### config.mk
export PLATFORM = sky130hd
export DESIGN_NAME = mem_loader
export DESIGN_NICKNAME = d
export VERILOG_FILES = /design/src/rtl/mem_loader_pkg.sv /design/src/rtl/mem_loader_wr_phase_timer.sv /design/src/rtl/mem_loader.sv
export SDC_FILE = /design/constraint.sdc
export NUM_CORES = 1
export LEC_CHECK = 0
export ABC_AREA = 1
export CAP_MARGIN = 20
export CORE_MARGIN = 4
export CORE_UTILIZATION = 45
export DETAILED_ROUTE_END_ITERATION = 8
export PLACE_DENSITY = 0.76
export RECOVER_POWER = 50
export SYNTH_ARGS = -nofsm -noshare
export SYNTH_HDL_FRONTEND = slang
export SYNTH_SLANG_ARGS = --single-unit
### constraint.sdc
create_clock -name clock -period 1.9 [get_ports clock]
set_input_delay 0.38 -clock clock [delete_from_list [all_inputs] [get_ports clock]]
set_output_delay 0.38 -clock clock [all_outputs]
set_load 0.01 [all_outputs]
### src/rtl/mem_loader_pkg.sv
// mem_loader_pkg: shared FSM states and default timing for the stream loader
package mem_loader_pkg;
    typedef enum logic [3:0] {
        IDLE, GET_ICNT, I_WAIT, I_SETUP, I_WRITE, I_HOLD,
        GET_DCNT, D_WAIT, D_SETUP, D_WRITE, D_HOLD, RUN, ERROR
    } state_t;
    localparam int DEF_ADDR_W = 9;
    localparam int DEF_DATA_W = 16;
    localparam int DEF_BASE_ADDR = 1;
    localparam int DEF_SETUP_CYC = 2;
    localparam int DEF_WR_CYC = 4;
    localparam int DEF_HOLD_CYC = 4;
    function automatic int max3(input int a, input int b, input int c);
        return a > b ? (a > c ? a : c) : (b > c ? b : c);
    endfunction
endpackage

### src/rtl/mem_loader_wr_phase_timer.sv
// wr_phase_timer: loadable down-counter; done while the current phase is in its last cycle
module wr_phase_timer
    import mem_loader_pkg::*;
#(
    parameter int MAX_CYC = max3(DEF_SETUP_CYC, DEF_WR_CYC, DEF_HOLD_CYC),
    parameter int W = $clog2(MAX_CYC + 1)
) (
    input  logic         clock,
    input  logic         reset,
    input  logic         load,
    input  logic [W-1:0] load_val,
    output logic         done
);
    logic [W-1:0] cnt_q, cnt_d;
    always_comb cnt_d = load ? load_val : (cnt_q != '0 ? cnt_q - W'(1) : cnt_q);
    always_ff @(posedge clock) begin
        if (reset) cnt_q <= '0;
        else       cnt_q <= cnt_d;
    end
    assign done = cnt_q == '0;
endmodule

### src/rtl/mem_loader.sv
// mem_loader: streams instruction and data words into IRAM/DRAM through the
// external write port with fixed setup/strobe/hold timing, then releases the CPU.
module mem_loader
    import mem_loader_pkg::*;
#(
    parameter int ADDR_W    = DEF_ADDR_W,
    parameter int DATA_W    = DEF_DATA_W,
    parameter int BASE_ADDR = DEF_BASE_ADDR,
    parameter int SETUP_CYC = DEF_SETUP_CYC,
    parameter int WR_CYC    = DEF_WR_CYC,
    parameter int HOLD_CYC  = DEF_HOLD_CYC
) (
    input  logic              clock,
    input  logic              reset,
    input  logic              load_req,
    input  logic              word_valid,
    input  logic [DATA_W-1:0] word_in,
    output logic              word_ready,
    output logic [ADDR_W-1:0] addr_ext,
    output logic [DATA_W-1:0] Data_in_ins,
    output logic [DATA_W-1:0] Data_in_dram,
    output logic              iram_write_ext,
    output logic              dram_write_ext,
    output logic              start_2,
    output logic              start_3,
    output logic              start,
    output logic              busy,
    output logic              error
);
    localparam int MAX_CYC = max3(SETUP_CYC, WR_CYC, HOLD_CYC);
    localparam int TW = $clog2(MAX_CYC + 1);
    localparam int MAX_CNT = 2 ** ADDR_W - BASE_ADDR;

    state_t state_q, state_d;
    logic [DATA_W-1:0] remaining_q, remaining_d, ins_q, ins_d, dram_q, dram_d;
    logic [ADDR_W-1:0] addr_q, addr_d;
    logic word_ready_q, word_ready_d, iram_write_q, iram_write_d, dram_write_q, dram_write_d;
    logic start_2_q, start_2_d, start_3_q, start_3_d, start_q, start_d;
    logic busy_q, busy_d, error_q, error_d;
    logic t_load, t_done, acc, too_big, last;
    logic [TW-1:0] t_val;

    assign acc = word_valid && word_ready_q;
    assign too_big = int'(word_in) > MAX_CNT;
    assign last = remaining_q == DATA_W'(1);

    wr_phase_timer #(.MAX_CYC(MAX_CYC), .W(TW)) u_timer (
        .clock(clock), .reset(reset), .load(t_load), .load_val(t_val), .done(t_done)
    );

    always_comb begin
        state_d = state_q;
        remaining_d = remaining_q;
        addr_d = addr_q;
        ins_d = ins_q;
        dram_d = dram_q;
        t_load = 1'b0;
        t_val = TW'(SETUP_CYC - 1);
        case (state_q)
            IDLE: state_d = load_req ? GET_ICNT : IDLE;
            GET_ICNT, GET_DCNT: if (acc) begin
                remaining_d = word_in;
                addr_d = ADDR_W'(BASE_ADDR);
                state_d = too_big ? ERROR
                        : word_in == '0 ? (state_q == GET_ICNT ? GET_DCNT : RUN)
                        : (state_q == GET_ICNT ? I_WAIT : D_WAIT);
            end
            I_WAIT, D_WAIT: if (acc) begin
                ins_d = state_q == I_WAIT ? word_in : ins_q;
                dram_d = state_q == D_WAIT ? word_in : dram_q;
                state_d = state_q == I_WAIT ? I_SETUP : D_SETUP;
                t_load = 1'b1;
            end
            I_SETUP, D_SETUP: if (t_done) begin
                state_d = state_q == I_SETUP ? I_WRITE : D_WRITE;
                t_load = 1'b1;
                t_val = TW'(WR_CYC - 1);
            end
            I_WRITE, D_WRITE: if (t_done) begin
                state_d = state_q == I_WRITE ? I_HOLD : D_HOLD;
                t_load = 1'b1;
                t_val = TW'(HOLD_CYC - 1);
            end
            I_HOLD, D_HOLD: if (t_done) begin
                // saturate so a full-size section never wraps back to address 0
                addr_d = &addr_q ? addr_q : addr_q + ADDR_W'(1);
                remaining_d = remaining_q - DATA_W'(1);
                state_d = state_q == I_HOLD ? (last ? GET_DCNT : I_WAIT) : (last ? RUN : D_WAIT);
            end
            default: state_d = state_q;
        endcase
        word_ready_d = state_d inside {GET_ICNT, I_WAIT, GET_DCNT, D_WAIT};
        iram_write_d = state_d == I_WRITE;
        dram_write_d = state_d == D_WRITE;
        start_2_d = state_d inside {GET_ICNT, I_WAIT, I_SETUP, I_WRITE, I_HOLD};
        start_3_d = state_d inside {GET_DCNT, D_WAIT, D_SETUP, D_WRITE, D_HOLD};
        start_d = state_d == RUN;
        error_d = state_d == ERROR;
        busy_d = !(state_d inside {IDLE, RUN, ERROR});
    end

    always_ff @(posedge clock) begin
        if (reset) begin
            state_q <= IDLE;
            remaining_q <= '0;
            addr_q <= ADDR_W'(BASE_ADDR);
            ins_q <= '0;
            dram_q <= '0;
            word_ready_q <= 1'b0;
            iram_write_q <= 1'b0;
            dram_write_q <= 1'b0;
            start_2_q <= 1'b0;
            start_3_q <= 1'b0;
            start_q <= 1'b0;
            busy_q <= 1'b0;
            error_q <= 1'b0;
        end else begin
            state_q <= state_d;
            remaining_q <= remaining_d;
            addr_q <= addr_d;
            ins_q <= ins_d;
            dram_q <= dram_d;
            word_ready_q <= word_ready_d;
            iram_write_q <= iram_write_d;
            dram_write_q <= dram_write_d;
            start_2_q <= start_2_d;
            start_3_q <= start_3_d;
            start_q <= start_d;
            busy_q <= busy_d;
            error_q <= error_d;
        end
    end

    assign word_ready = word_ready_q;
    assign addr_ext = addr_q;
    assign Data_in_ins = ins_q;
    assign Data_in_dram = dram_q;
    assign iram_write_ext = iram_write_q;
    assign dram_write_ext = dram_write_q;
    assign start_2 = start_2_q;
    assign start_3 = start_3_q;
    assign start = start_q;
    assign busy = busy_q;
    assign error = error_q;
endmodule
==> summary.md, run 1 <==
| Metric | Value |
|---|---|
| GRT Overall Usage | 22.8% |
| Post-route DRC | 0 |
| Final WL | 10.8 mm |
| PortBufs | 68 |
| Max_slew headroom | 79.3% |
| Crit Path Max Fanout | 4 |
| CP dominant cell by count | nand2_1 |
| Clk Tree Root Cell | clkbuf_8 |
| Syn Nets | 556 |
| Failing checks | negative setup slack |
| Final ANT Viol Nets | 0 |
| HP Start | Data_in_dram[11] |
| GP Congestion | 0.886 |
| Initial antenna violation count | 0 |
| Leakage power | 2.48 nW |
| First-pass GRT wire length | 18.0 mm |
| Worst hold margin | 465 ps |
| Yosys cell types | 37 |
| YS warnings | 0 |
| Crit path DAT | 2430 ps |
| Num rows | 32 |
| Seq/Total Area, Yosys | 40.2% |
| Int Pwr | 3.15 mW |
| CTS Buffer Depth | 2 |
| Final Cycle Share | 112% |
| Cell Pwr Density | 950 nW/um2 |
| Fmax | 469 MHz |
| Starting Density | 46.4% |
| Critical path's slowest cell | dfxtp_2 |
| Hold Path Class | flip-flop to flip-flop |
| DR vias/cell | 5.12 |
| IO Count | 69 |
| Total grt overflow | 0 |
| GRT Max-Usage Layer | met2 |
| Crit path time final | 2130 ps |
| Synthesized area | 3590 um2 |
| Syn Area/Cell | 6.79 um2 |
| Layout cells sized above 1 | 25.6% |
| Hold Path Depth | 2 |
| Endpoint class of the critical path | flip-flop |
| Drt first pass iters | 7 |
| Final setup viols | 8 |
| Pin count of the biggest net entering global routing | 27 |
| Post-CTS Hold Fix Bufs | 0 |
| Final #Nets | 706 |
| Worst slew pin tran | 308 ps |
| Combinational share of power | 42.5% |
| Detailed placement HPWL | 7.89 mm |
| Reg2reg start | remaining_q[12] |
| Worst Reg-to-Reg Cells | 16 |
| Clk_skew | 11.7 ps |
| CTS clk-pin slew, worst paths | 90 ps |
| RSZ-0062 raised after global routing | yes |
| Net switching power | 1.94 mW |
| Vias | 4,019 |
| Number of H-tree levels | 3 |
| R2R Setup Slk | -230 ps |
| Clock share of power | 23.1% |
| Met1 global-route usage | 31.2% |
| Critical path required time | 2200 ps |
| CP max stage delay | 350 ps |
| Crit path launch type | flip-flop |
| Total clock sinks | 72 |
| Final hold violations | 0 |
| Sequential share of power | 34.5% |
| Vias in the first global route | 3,852 |
| Critical setup path kind | flip-flop to flip-flop |
| Wire length per cell | 13.8 um |
| Met2 Use GR | 36.2% |
| Worst Slack Setup Final | -232 ps |
| CTS buffer count | 9 |
| #FFs+latches synth | 72 |
| Hold EP | Data_in_dram[11] |
| VDD IR max | 425 uV |
| Die height | 97.3 um |
| Chip width | 97.3 um |
| Pwr Total | 5.09 mW |
| Worst r2r dst | busy |
| Switching share of power | 38.1% |
| Ant. Diodes | 0 |
| Final max-slew violation count | 0 |
| Clock insertion delay at the later pin of the skew report | 370 ps |
| Syn Inst Count | 528 |
| P&R area growth vs syn | 49.4% |
| CTS tree | yes |
| Core area | 7730 um2 |
| Worst path cell trace | nor2_4 > inv_2 > or2_4 > nor3_4 > ha_1 > nand2_1 > o21ai_1 > nand2_1 > nand2_1 > nor2_2 > nand3_2 > inv_2 > nand2_2 > nand2_1 > o21ai_1 > nor2_1 |
| Area of the die | 9460 um2 |
| GR met3 Demand/Resource | 6.17% |
| Status | finished with violations |
| Max_cap viols | 0 |
| DR iter-0 viols | 203 |
-- worst max path at each step --
stage	slack, ps	start	end
final	-230	remaining_q[12]	busy
after global routing	-390	remaining_q[12]	busy
after CTS	-250	remaining_q[12]	start_2
after detailed placement	-700	word_in[0]	busy
after global placement	-590	word_in[0]	busy
after floorplan	-20	remaining_q[4]	busy
-- sequential cells by signal, indices dropped and copies added, names as in the netlist, 3 cells and up --
name	count
Data_in_dram	16
state_q	4
Data_in_ins	16
addr_ext	9
u_timer.cnt_q	3
remaining_q	16
-- synth_stat cells --
master    number  share of area [%]
nand2_1      131                 14
nor2_1        75                7.9
dfxtp_1       72                 40
a21oi_1       45                6.3
inv_1         45                4.7
o21ai_0       43                6.0
nand3_1       23                3.2
clkbuf_1      12                1.3
nor3_1        11                1.5
ha_1           8                2.8
inv_2          7               0.73
buf_2          5               0.70
nand4_1        5               0.87
a211oi_1       4               0.84
xnor2_1        4               0.98
xor2_1         4               0.98
nand2_2        3               0.52
nor2_2         3               0.52
nor4_1         3               0.52
a31oi_1        2               0.35
nand3b_1       2               0.42
nor2_4         2               0.63
o211ai_1       2               0.42
o21ai_1        2               0.28
o31ai_1        2               0.42
or2_2          2               0.35
a21o_1         1               0.21
a21oi_4        1               0.45
a22oi_1        1               0.21
clkinv_1       1               0.10
nand2_4        1               0.31
nand3_2        1               0.28
nand3_4        1               0.49
o21ai_2        1               0.24
o21bai_1       1               0.21
o22ai_1        1               0.17
o311ai_0       1               0.24
-- worst max-delay path: cells and delay by family, from the launching register on --
family,cells,cell delay (ps)
buf+inv,2,140
simple gates,11,1200
fa+ha+maj,1,260
flops,1,350
compound gates,2,100
-- power groups by stage --
stage	clock (mW)	sequential, mW	combinational (mW)
after floorplan	0	1.79	1.05
after global placement	0	1.76	1.90
after detailed placement	0	1.77	1.93
after CTS	1.19	1.74	2.00
after global routing	1.26	1.77	2.39
final	1.17	1.75	2.16
-- metal layers --
metal	up-vias	wire [um]
met1	1829	5080
li1	2026	-
met4	0	173
met5	-	0
met2	144	4820
met3	20	780
-- area by class of cell --
cell class	count	area (um2)
repair buffers	156	1360
clock inverters	7	60.1
clock buffers	9	124
inverters	53	199
multi-input cells	386	2030
fillers	642	2370
well taps	102	128
flip-flops and latches	72	1460
-- logic make-up (layout without fill, tap and decap cells) --
kind of cell | Yosys count | after routing | share of synthesized area (%)
buffers and inverters | 70 | 225 | 7.50
AND/OR/NAND/NOR | 263 | 263 | 31.2
flip-flops | 72 | 72 | 40.2
adder cells (fa/ha/maj) | 8 | 8 | 2.79
AO/OA/AOI/OAI | 107 | 107 | 16.3
XOR/XNOR | 8 | 8 | 1.95
-- through the flow --
step	setup WS, ps	instances	area, um2	TNS [ps]	utilization (%)
floorplan	-23.0	528	3630	-23.0	-
global placement	-594	762	5000	-8070	64.7
detailed placement	-696	762	5000	-9680	64.7
CTS	-246	780	5230	-1520	67.6
global route	-387	785	5360	-3230	69.3
finish	-232	785	5360	-1510	69.3
-- layout by cell type (no fill, tap or decap), types with 4 or more instances in the layout --
cell	instances
nand2_1	123
buf_4	81
dfxtp_1	63
nor2_1	63
a21oi_1	43
dlygate4sd3_1	43
o21ai_0	40
inv_1	37
nand3_1	20
clkdlybuf4s50_1	18
inv_2	15
nor2_2	12
nand2_2	11
clkbuf_8	9
nor3_1	8
dlygate4sd2_1	7
dfxtp_2	7
ha_1	6
nor2_4	5
nand4_1	5
xnor2_1	4
xor2_1	4
a211oi_1	4
-- timing repair --
action                                  in CTS  in global routing
endpoints found under the hold margin        0                  0
buffers inserted                             2                  5
endpoints found under the setup margin      10                 33
resized for setup                           17                 41
pin swaps                                   17                 13
Power figures use the tool's default switching activity.
==> run 2: changes to the inputs <==
- GPL_TIMING_DRIVEN: not set -> 0
- PLACE_DENSITY: 0.76 -> not set
- PLACE_DENSITY_LB_ADDON: not set -> 0.3
- SLEW_MARGIN: not set -> 20
==> summary.md, run 2 (synthesis gave the netlist of run 1 again) <==
| Metric | Value |
|---|---|
| Status | finished with violations |
| Failing checks | negative setup slack |
| R2R Setup Slk | -260 ps |
| Critical path required time | 2140 ps |
| First-pass GRT wire length | 16.9 mm |
| Core area | 7730 um2 |
| Worst Slack Setup Final | -269 ps |
| CTS clk-pin slew, worst paths | 70 ps |
| Post-CTS Hold Fix Bufs | 0 |
| Final setup viols | 9 |
| Number of H-tree levels | 3 |
| CP max stage delay | 550 ps |
| Layout cells sized above 1 | 19.0% |
| Clk_skew | 9.12 ps |
| RSZ-0062 raised after global routing | yes |
| Critical path's slowest cell | clkdlybuf4s50_1 |
| Clock insertion delay at the later pin of the skew report | 350 ps |
| P&R area growth vs syn | 41.0% |
| Hold Path Class | input port to flip-flop |
| Delay-heaviest family, CP | simple AND/OR/NAND/NOR gates |
| GP Congestion | 0.902 |
| Commonest non-fill, non-tap cells in the layout | 120 x nand2_1, 65 x dfxtp_1, 64 x nor2_1 |
| Leakage power | 2.26 nW |
| Final max-slew violation count | 0 |
| Ant. Diodes | 0 |
| HP Start | word_in[2] |
| Clk Tree Root Cell | clkbuf_8 |
| Pin count of the biggest net entering global routing | 12 |
| Num rows | 32 |
| Worst path cell trace | clkdlybuf4s50_1 > nor2_1 > nand4_1 > nor3_2 > ha_1 > nand3b_1 > nand3_2 > nand3_4 > buf_4 > buf_4 > nand2_1 > inv_1 |
| Final Cycle Share | 114% |
| Critical setup path kind | input port to flip-flop |
| Total clock sinks | 72 |
| Multi-input logic area | 2120 um2 |
| Crit. Startpoint | word_in[7] |
| Endpoint class of the critical path | flip-flop |
| Vias | 3,817 |
| Final Util | 65.4% |
| CP Depth | 12 |
| GRT Overall Usage | 21.6% |
| Reg2reg start | remaining_q[13] |
| Max_slew headroom | 56.3% |
| Final WL | 10.7 mm |
| Commonest non-fill, non-tap cell in the layout | nand2_1 |
| Crit path launch type | input port |
| VDD IR max | 425 uV |
| Worst slew pin tran | 655 ps |
| Chip width | 97.3 um |
| Detailed placement HPWL | 7.52 mm |
| Vias in the first global route | 3,579 |
| Hold Path Depth | 3 |
| Fillers | 668 |
| Max_cap viols | 0 |
| Area of the die | 9460 um2 |
| Worst Reg-to-Reg Cells | 15 |
| DR iter-0 viols | 267 |
| Final hold violations | 0 |
| Post-route DRC | 0 |
| Total grt overflow | 0 |
| CTS Buffer Depth | 2 |
| DR vias/cell | 5.19 |
| CP bufs+invs | 4 |
| Setup TNS | -1770 ps |
| CTS tree | yes |
| Crit path time final | 2170 ps |
| Fmax | 461 MHz |
| CP dominant cell by count | buf_4 |
| Seq. cell area | 1460 um2 |
| PortBufs | 68 |
| Crit path DAT | 2410 ps |
| IO Count | 69 |
| Drt first pass iters | 5 |
| Die height | 97.3 um |
| Initial antenna violation count | 0 |
| Cell Pwr Density | 974 nW/um2 |
| Wire length per cell | 14.5 um |
| Crit Path Max Fanout | 4 |
| Starting Density | 46.4% |
| Final ANT Viol Nets | 0 |
| Final #Nets | 658 |
| CTS buffer count | 9 |
## run 2: repair_timing
action | in CTS | in global routing
gates resized for setup | 32 | 50
setup endpoints to repair | 25 | 56
pin swaps | 8 | 22
cloned | 0 | 1
buffers inserted | 7 | 15
## run 2: path summary, 6_finish.rpt
kind / to
worst min register to register: Data_in_dram[13]
worst max register to register: state_q[2]
worst max-delay path: state_q[2]
worst min-delay path: Data_in_dram[2]
## run 2: area by class of cell
| cell class | instances | area share, % |
|---|---|---|
| Tap cell | 102 | 2.52 |
| Sequential cell | 72 | 28.8 |
| Clock inverter | 4 | 1.39 |
| Buffer | 17 | 1.56 |
| Timing Repair Buffer | 90 | 16.9 |
| Multi-Input combinational cell | 387 | 41.9 |
| Clock buffer | 10 | 2.72 |
| Inverter | 53 | 4.16 |
## run 2: metrics by stage
| step | area (um2) | setup WS, ps | hold slack [ps] | instances | total power, mW |
|---|---|---|---|---|---|
| 4_1_cts | 4760 | -215 | 466 | 719 | 4.67 |
| 3_5_place_dp | 4440 | -884 | 456 | 698 | 3.26 |
| 3_3_place_gp | 4440 | -858 | 451 | 698 | 3.23 |
| 5_1_grt | 5060 | -385 | 436 | 735 | 5.21 |
| 6_report | 5060 | -269 | 413 | 735 | 4.92 |
| 2_1_floorplan | 3630 | -23.0 | 440 | 528 | 2.85 |
## run 2: worst reg2reg max path: cells and delay by family (launching register included)
family / cells / cell delay [ps]
adders and majority gates: 1 / 260
and+or+nand+nor: 9 / 1010
AOI/OAI and AO/OA: 1 / 60
buffers and inverters: 4 / 370
DFF: 1 / 360
## run 2: report_power, final
part	total, mW	switching (mW)	internal [mW]
Clock	1.31	0.555	0.756
Sequential	1.78	0.127	1.66
Combinational	1.83	1.10	0.733
## run 2: layer usage
metal  routed length [um]  vias up  global-route usage [%]  share of wire, %
met5                    0        -                       0                 0
met4                  203        0                    7.99               1.9
met3                  868       17                    6.10               8.1
met2                 5050      135                    35.3                47
met1                 4560     1736                    27.2                43
li1                     -     1929                       -                 -
